## src/rtl/sd_fifo_word_packer_if.sv

```systemverilog
// Byte-FIFO read port and 32-bit word stream shared by the SD word packer and its neighbours.
// master = packer side, slave = FIFO / downstream side.
interface sd_fifo_word_packer_if;
   logic        fifo_rd_en;
   logic [7:0]  fifo_rd_data;
   logic        fifo_empty;
   logic        m_valid;
   logic        m_ready;
   logic [31:0] m_data;
   logic        m_last;

   modport master (
      output fifo_rd_en,
      input  fifo_rd_data,
      input  fifo_empty,
      output m_valid,
      input  m_ready,
      output m_data,
      output m_last
   );

   modport slave (
      input  fifo_rd_en,
      output fifo_rd_data,
      output fifo_empty,
      input  m_valid,
      output m_ready,
      input  m_data,
      input  m_last
   );
endinterface

```

## src/rtl/sd_fifo_word_packer.sv

```systemverilog
// Drains whole sectors from the SD byte FIFO and packs them little-endian into 32-bit stream words.
// state | meaning
// IDLE  | waiting for start
// RUN   | issuing FIFO reads, packing lanes, presenting words
// FIN   | one-cycle done pulse
module sd_fifo_word_packer #(
   parameter int SECTOR_BYTES = 512,
   parameter int CNT_W        = 16
) (
   input  logic                  clk,
   input  logic                  rst_n,
   input  logic                  start_i,
   input  logic [CNT_W-1:0]      sector_cnt_i,
   input  logic                  abort_i,
   output logic                  busy_o,
   output logic                  done_o,
   sd_fifo_word_packer_if.master bus
);
   localparam int WPS   = SECTOR_BYTES / 4;
   localparam int WIS_W = (WPS > 1) ? $clog2(WPS) : 1;
   localparam int TW_W  = CNT_W + WIS_W;
   localparam logic [WIS_W-1:0] LAST_WIS = WIS_W'(WPS - 1);

   typedef enum logic [1:0] {
      S_IDLE = 2'd0,
      S_RUN  = 2'd1,
      S_FIN  = 2'd2
   } state_t;

   state_t           state_q, state_d;
   logic [CNT_W-1:0] secs_left_q, secs_left_d;
   logic [TW_W-1:0]  total_words_q, total_words_d;
   logic [TW_W-1:0]  words_issued_q, words_issued_d;
   logic [2:0]       bytes_issued_q, bytes_issued_d;
   logic [1:0]       lane_idx_q, lane_idx_d;
   logic             inflight_q, inflight_d;
   logic [23:0]      pack_q, pack_d;
   logic [WIS_W-1:0] word_in_sec_q, word_in_sec_d;
   logic [31:0]      out_data_q, out_data_d;
   logic             out_last_q, out_last_d;
   logic             out_valid_q, out_valid_d;

   logic             rd_en;
   logic             hs;
   logic             cap3;
   logic [2:0]       bytes_eff;
   logic             lane3_ok;

   always_ff @(posedge clk or negedge rst_n) begin
      if (!rst_n) begin
         state_q        <= S_IDLE;
         secs_left_q    <= '0;
         total_words_q  <= '0;
         words_issued_q <= '0;
         bytes_issued_q <= '0;
         lane_idx_q     <= '0;
         inflight_q     <= 1'b0;
         pack_q         <= '0;
         word_in_sec_q  <= '0;
         out_data_q     <= '0;
         out_last_q     <= 1'b0;
         out_valid_q    <= 1'b0;
      end else begin
         state_q        <= state_d;
         secs_left_q    <= secs_left_d;
         total_words_q  <= total_words_d;
         words_issued_q <= words_issued_d;
         bytes_issued_q <= bytes_issued_d;
         lane_idx_q     <= lane_idx_d;
         inflight_q     <= inflight_d;
         pack_q         <= pack_d;
         word_in_sec_q  <= word_in_sec_d;
         out_data_q     <= out_data_d;
         out_last_q     <= out_last_d;
         out_valid_q    <= out_valid_d;
      end
   end

   always_comb begin
      state_d        = state_q;
      secs_left_d    = secs_left_q;
      total_words_d  = total_words_q;
      words_issued_d = words_issued_q;
      bytes_issued_d = bytes_issued_q;
      lane_idx_d     = lane_idx_q;
      inflight_d     = 1'b0;
      pack_d         = pack_q;
      word_in_sec_d  = word_in_sec_q;
      out_data_d     = out_data_q;
      out_last_d     = out_last_q;
      out_valid_d    = out_valid_q;
      rd_en          = 1'b0;

      hs        = out_valid_q & bus.m_ready;
      cap3      = inflight_q & (lane_idx_q == 2'd3);
      // A lane-3 capture this cycle frees the word slot, so the next word may start issuing now.
      bytes_eff = cap3 ? 3'd0 : bytes_issued_q;
      // Lane 3 only goes out if the output register will be free when its byte lands.
      lane3_ok  = (bytes_eff != 3'd3) | ~out_valid_q | bus.m_ready;

      case (state_q)
         S_IDLE: begin
            if (start_i) begin
               if (sector_cnt_i != '0) begin
                  state_d        = S_RUN;
                  secs_left_d    = sector_cnt_i;
                  total_words_d  = TW_W'(sector_cnt_i) * TW_W'(WPS);
                  words_issued_d = '0;
                  bytes_issued_d = '0;
                  lane_idx_d     = '0;
                  word_in_sec_d  = '0;
               end else begin
                  state_d = S_FIN;
               end
            end
         end

         S_RUN: begin
            rd_en = ~bus.fifo_empty & (bytes_eff < 3'd4) &
                    (words_issued_q < total_words_q) & lane3_ok;
            bytes_issued_d = bytes_eff + {2'b00, rd_en};
            if (rd_en && (bytes_eff == 3'd3)) begin
               words_issued_d = words_issued_q + TW_W'(1);
            end
            inflight_d = rd_en;

            if (hs) begin
               out_valid_d = 1'b0;
               out_last_d  = 1'b0;
               if (out_last_q) begin
                  secs_left_d = secs_left_q - CNT_W'(1);
                  if (secs_left_q == CNT_W'(1)) begin
                     state_d = S_FIN;
                  end
               end
            end

            if (inflight_q) begin
               case (lane_idx_q)
                  2'd0: pack_d[7:0]   = bus.fifo_rd_data;
                  2'd1: pack_d[15:8]  = bus.fifo_rd_data;
                  2'd2: pack_d[23:16] = bus.fifo_rd_data;
                  default: begin
                     out_data_d    = {bus.fifo_rd_data, pack_q};
                     out_valid_d   = 1'b1;
                     out_last_d    = (word_in_sec_q == LAST_WIS);
                     word_in_sec_d = (word_in_sec_q == LAST_WIS) ? '0 : word_in_sec_q + WIS_W'(1);
                  end
               endcase
               lane_idx_d = lane_idx_q + 2'd1;
            end
         end

         S_FIN: begin
            state_d        = S_IDLE;
            secs_left_d    = '0;
            total_words_d  = '0;
            words_issued_d = '0;
            bytes_issued_d = '0;
            lane_idx_d     = '0;
            word_in_sec_d  = '0;
         end

         default: state_d = S_IDLE;
      endcase

      if (abort_i) begin
         state_d        = S_IDLE;
         secs_left_d    = '0;
         total_words_d  = '0;
         words_issued_d = '0;
         bytes_issued_d = '0;
         lane_idx_d     = '0;
         inflight_d     = 1'b0;
         pack_d         = '0;
         word_in_sec_d  = '0;
         out_data_d     = '0;
         out_last_d     = 1'b0;
         out_valid_d    = 1'b0;
      end
   end

   assign bus.fifo_rd_en = rd_en;
   assign bus.m_valid    = out_valid_q;
   assign bus.m_data     = out_data_q;
   assign bus.m_last     = out_last_q;
   assign busy_o         = (state_q != S_IDLE);
   assign done_o         = (state_q == S_FIN);
endmodule

```

## src/flat_wrapper.sv

```systemverilog
// flat-port wrapper written by rule: the top's interface ports become plain ports
module sd_fifo_word_packer_flat 
#(
   parameter int SECTOR_BYTES = 512,
   parameter int CNT_W        = 16
)
  (clk, rst_n, start_i, sector_cnt_i, abort_i, busy_o, done_o, bus_fifo_rd_en, bus_fifo_rd_data, bus_fifo_empty, bus_m_valid, bus_m_ready, bus_m_data, bus_m_last);
  sd_fifo_word_packer_if bus_i ();
  input  logic clk;
  input  logic rst_n;
  input  logic start_i;
  input  logic [CNT_W-1:0] sector_cnt_i;
  input  logic abort_i;
  output logic busy_o;
  output logic done_o;
  output wire logic [$bits(bus_i.fifo_rd_en)-1:0] bus_fifo_rd_en;
  input wire logic [$bits(bus_i.fifo_rd_data)-1:0] bus_fifo_rd_data;
  input wire logic [$bits(bus_i.fifo_empty)-1:0] bus_fifo_empty;
  output wire logic [$bits(bus_i.m_valid)-1:0] bus_m_valid;
  input wire logic [$bits(bus_i.m_ready)-1:0] bus_m_ready;
  output wire logic [$bits(bus_i.m_data)-1:0] bus_m_data;
  output wire logic [$bits(bus_i.m_last)-1:0] bus_m_last;
  assign bus_fifo_rd_en = bus_i.fifo_rd_en;
  assign bus_i.fifo_rd_data = bus_fifo_rd_data;
  assign bus_i.fifo_empty = bus_fifo_empty;
  assign bus_m_valid = bus_i.m_valid;
  assign bus_i.m_ready = bus_m_ready;
  assign bus_m_data = bus_i.m_data;
  assign bus_m_last = bus_i.m_last;
  sd_fifo_word_packer #(.SECTOR_BYTES(SECTOR_BYTES), .CNT_W(CNT_W)) u_core (.clk(clk), .rst_n(rst_n), .start_i(start_i), .sector_cnt_i(sector_cnt_i), .abort_i(abort_i), .busy_o(busy_o), .done_o(done_o), .bus(bus_i));
endmodule
```

## config.mk

```make
export PLATFORM = sky130hd
export DESIGN_NAME = sd_fifo_word_packer_flat
export DESIGN_NICKNAME = d
export VERILOG_FILES = /design/src/rtl/sd_fifo_word_packer_if.sv /design/src/rtl/sd_fifo_word_packer.sv /design/src/flat_wrapper.sv
export SDC_FILE = /design/constraint.sdc
export NUM_CORES = 1
export LEC_CHECK = 0
export CORE_ASPECT_RATIO = 0.5
export CORE_MARGIN = 2
export CORE_UTILIZATION = 45
export CTS_BUF_LIST = sky130_fd_sc_hd__clkbuf_16
export CTS_CLUSTER_SIZE = 16
export DETAILED_ROUTE_END_ITERATION = 6
export PLACE_DENSITY = 0.71
export RECOVER_POWER = 100
export SETUP_SLACK_MARGIN = 0.3
export SLEW_MARGIN = 40
export SYNTH_ARGS = -nofsm -noshare
export SYNTH_HDL_FRONTEND = slang
export SYNTH_SLANG_ARGS = --single-unit
```

## constraint.sdc

```tcl
create_clock -name clk -period 3.05 [get_ports clk]
set_clock_uncertainty 0.2 [all_clocks]
set_input_delay 0.4575 -clock clk [delete_from_list [all_inputs] [get_ports clk]]
set_output_delay 0.4575 -clock clk [all_outputs]
set_load 0.1 [all_outputs]
```

==> results by group <==
Synthesis
  – YS warnings: 0
  – Seq cells post-synth: 128
  – Synth Instances: 699
  – Post-synth ARST share: 100.0%
  – Post-synthesis cell type count: 74
  – Post-Syn Area per Cell: 9.777 um2
  – Sequential fraction of the synthesis area: 46.87%
  – Yosys top cell area share: 46.87%
  – Syn nets: 758
  – Main area contributors after synthesis: dfrtp_1, nand2_1, ha_1
  – Cell taking the most area after synthesis: dfrtp_1
  – Number of synthesized flops with an enable pin: 0
  – Synth Flop Type: dfrtp_1
  – Mapped Area: 6834 um2

Timing
  – RSZ-0062 raised after global routing: true
  – Final-report setup violation count: 0
  – Fin crit share: 98.59%
  – Final hold violation count: 0
  – Slew Limit Fails: 0
  – Least-Margin Pin Slew: 1.405 ns
  – Max Freq: 0.3326 GHz
  – Final worst slack: 0.04297 ns
  – Fin crit period: 3.007 ns
  – Slew HR: 6.348%

Pwr
  – Seq pwr share: 33.3%
  – Combinational power share: 33.8%
  – Leakage: 3.809 nW
  – Peak supply drop: 0.0004385 V
  – Sw Pwr: 0.002417 W
  – PwrDens: 744.2 nW/um2
  – Internal power: 0.003797 W
  – Net Sw Frac: 38.89%
  – Power share of the clock group: 32.9%

Clock network
  – CTS sink cnt: 128
  – CTS buffer count: 17
  – Clk slew on worst S/H paths: 0.07 ns
  – CTS Buffer Depth: 2
  – H-tree Lvls: 4
  – CTS tree: done
  – Skew-Pair Late Insertion Delay: 0.42 ns
  – Clock Root Buffer: clkbuf_16

Setup path
  – Endpoint class of the critical path: output pin
  – Critical Path Fanout Max: 2
  – Worst reg2reg path depth: 7
  – Crit path launch: u_core.words_issued_q[13]
  – Worst r2r src: u_core.words_issued_q[20]
  – Crit Reg-Reg Endpoint: u_core.words_issued_q[3]
  – WP data required: 2.39 ns
  – CP Cell Sequence: ha_1 > and3_4 > a221oi_4 > o211a_4 > o21ai_4 > nor2_2 > and2_4 > buf_12
  – Setup CP Type: reg2out
  – CP arrival: 2.35 ns
  – Crit path max-delay cell type: dfrtp_1
  – Stages on worst setup path: 8
  – CP Capture Point: bus_fifo_rd_en
  – Startpoint Class: flop
  – Slowest stage delay, CP: 0.41 ns
  – Delay-heaviest family, CP: compound AO/OA/AOI/OAI gates
  – Reg2reg setup slack: 0.16 ns
  – CP Buf/Inv Count: 1

Cells and area
  – Non-Filler Cell Area, Final: 8351 um2
  – Area of the multi-input gates: 3486 um2
  – Fill count: 1,286
  – Layout area overhead: 22.19%
  – Share of cells above drive strength 1: 16.15%
  – Fin nets: 851
  – Seq. cell area: 3208 um2
  – Antenna fix cells: 0

Detailed routing
  – Routed vias: 5,793
  – Antenna Nets Post-Route: 0
  – Vias/cell: 5.776
  – # DRC: 0
  – Iter 0 DRT Violations: 345
  – Final Routed Wirelength: 18,040 um
  – WL/cell: 17.99 um
  – First-pass detailed-route iteration total: 6

GRT
  – First-pass GRT wire length: 29,410 um
  – Vias in the first global route: 5,712
  – Overflow after GRT: 0
  – Initial antenna violation count: 0
  – GR Util All Layers: 23.17%
  – Largest net degree at the start of global routing: 56

Floorplan
  – Die area: 16,250 um2
  – Starting density of the core: 46.61%
  – Die Span Y: 91.14 um
  – Num rows: 31
  – Core Box Area: 14,660 um2
  – Die Wd: 178.3 um
  – Top Ports: 67

Hold path
  – Hold Crit Class: in2async

Flow run
  – Max-cap violations: 0

Run status
  – Status: complete, no violations

Placed design
  – Dpl ws: 0.07172 ns
  – Port Buffers: 66
  – Dpl cell area: 7685 um2
  – GPL Wtd Cong: 0.8990
  – HPWL Detailed: 11,910 um
-- stage by stage --
step / power [W] / instances / utilization, % / TNS [ns] / hold WS, ns
after floorplan: 0.003557 / 699 / - / 0 / -0.03809
after global routing: 0.006538 / 1003 / 56.96 / -0.006460 / 0.2132
after CTS: 0.006224 / 996 / 57.48 / 0 / 0.1631
final: 0.006214 / 1003 / 56.96 / 0 / 0.2016
after detailed placement: 0.004120 / 955 / 52.42 / 0 / 0.06556
after global placement: 0.004094 / 955 / 52.42 / 0 / 0.06277
-- layout by cell type, fill, tap and decap left out, types with 7 or more instances in the layout --
| cell | count |
|---|---|
| a21oi_1 | 24 |
| a22o_1 | 25 |
| and3_1 | 9 |
| buf_4 | 30 |
| clkbuf_1 | 37 |
| clkbuf_16 | 17 |
| clkbuf_2 | 10 |
| clkdlybuf4s50_1 | 28 |
| dfrtp_1 | 124 |
| ha_1 | 21 |
| ha_4 | 7 |
| inv_1 | 21 |
| mux2i_1 | 27 |
| nand2_1 | 99 |
| nand3_1 | 26 |
| nand4_1 | 8 |
| nor2_1 | 58 |
| nor3_1 | 11 |
| nor4_1 | 8 |
| o211ai_1 | 9 |
| o21ai_0 | 48 |
| o21ai_2 | 9 |
| o311ai_1 | 7 |
| o31ai_1 | 11 |
-- per-layer routing --
metal / wire (um) / track usage, % / vias up
li1: - / - / 2727
met1: 8083 / 31.50 / 2826
met2: 8311 / 35.89 / 207
met3: 1289 / 6.533 / 33
met4: 357 / 7.385 / 0
met5: 0 / 0 / -
-- what timing repair did --
action,CTS,global route
setup buffers,8,7
pin swaps,7,10
setup endpoints to repair,6,14
resized for setup,15,16
hold buffers,1,0
endpoints found under the hold margin,128,0
-- worst min path at each step --
stage,startpoint,slack (ns),end
6_report,rst_n,0.20,u_core.bus.m_data[21]
2_1_floorplan,rst_n,-0.04,u_core.bus.m_data[0]
4_1_cts,rst_n,0.16,u_core.bus.m_data[21]
5_1_grt,rst_n,0.21,u_core.bus.m_data[21]
3_3_place_gp,rst_n,0.06,u_core.bus.m_data[21]
3_5_place_dp,rst_n,0.07,u_core.bus.m_data[21]
-- power groups by stage --
stage | Combinational (W) | Clock (W) | Sequential (W)
CTS | 0.00210 | 0.00206 | 0.00206
global placement | 0.00201 | 0 | 0.00208
detailed placement | 0.00203 | 0 | 0.00209
global route | 0.00230 | 0.00215 | 0.00210
finish | 0.00210 | 0.00204 | 0.00207
floorplan | 0.00146 | 0 | 0.00209
-- registers in the layout, indices dropped and copies added (netlist names) --
signal	count
u_core.bus.m_data	32
u_core.bus.m_last	1
u_core.lane_idx_q	2
u_core.total_words_q	16
u_core.secs_left_q	16
u_core.inflight_q	1
u_core.bus.m_valid	1
u_core.pack_q	24
u_core.bytes_issued_q	3
u_core.state_q	2
u_core.word_in_sec_q	7
u_core.words_issued_q	23
-- cell families after synthesis --
kind of cell	synth area share (%)
simple gates	19.33
xor+xnor	0.8971
flops	46.87
buf+inv	4.211
mux	3.955
compound gates	19.43
fa+ha+maj	5.309
-- cell type report --
cell class / instances / area share [%]
multi-input cells: 513 / 41.74
well taps: 198 / 2.967
repair buffers: 107 / 8.675
flip-flops and latches: 128 / 38.42
clock buffers: 17 / 5.094
inverters: 25 / 1.124
clock inverters: 15 / 1.978
-- synthesized netlist by cell type (4+ instances only) --
cell type	count
nand4_1	7
o211ai_1	9
and2_1	5
inv_1	24
buf_6	5
a31oi_1	6
nand2b_1	4
a22o_1	25
nor4_2	4
o311ai_1	7
nor4_1	8
a21oi_1	23
nand3_1	26
dfrtp_1	128
nand2_1	99
a21o_1	5
o31ai_1	11
mux2i_1	27
nor2b_1	4
ha_1	29
nor2_1	60
clkbuf_1	18
o21ai_2	10
or4_1	6
and3_1	10
nor3_1	11
o21ai_0	48
xnor2_1	6
(Power assumes the default switching activity.)
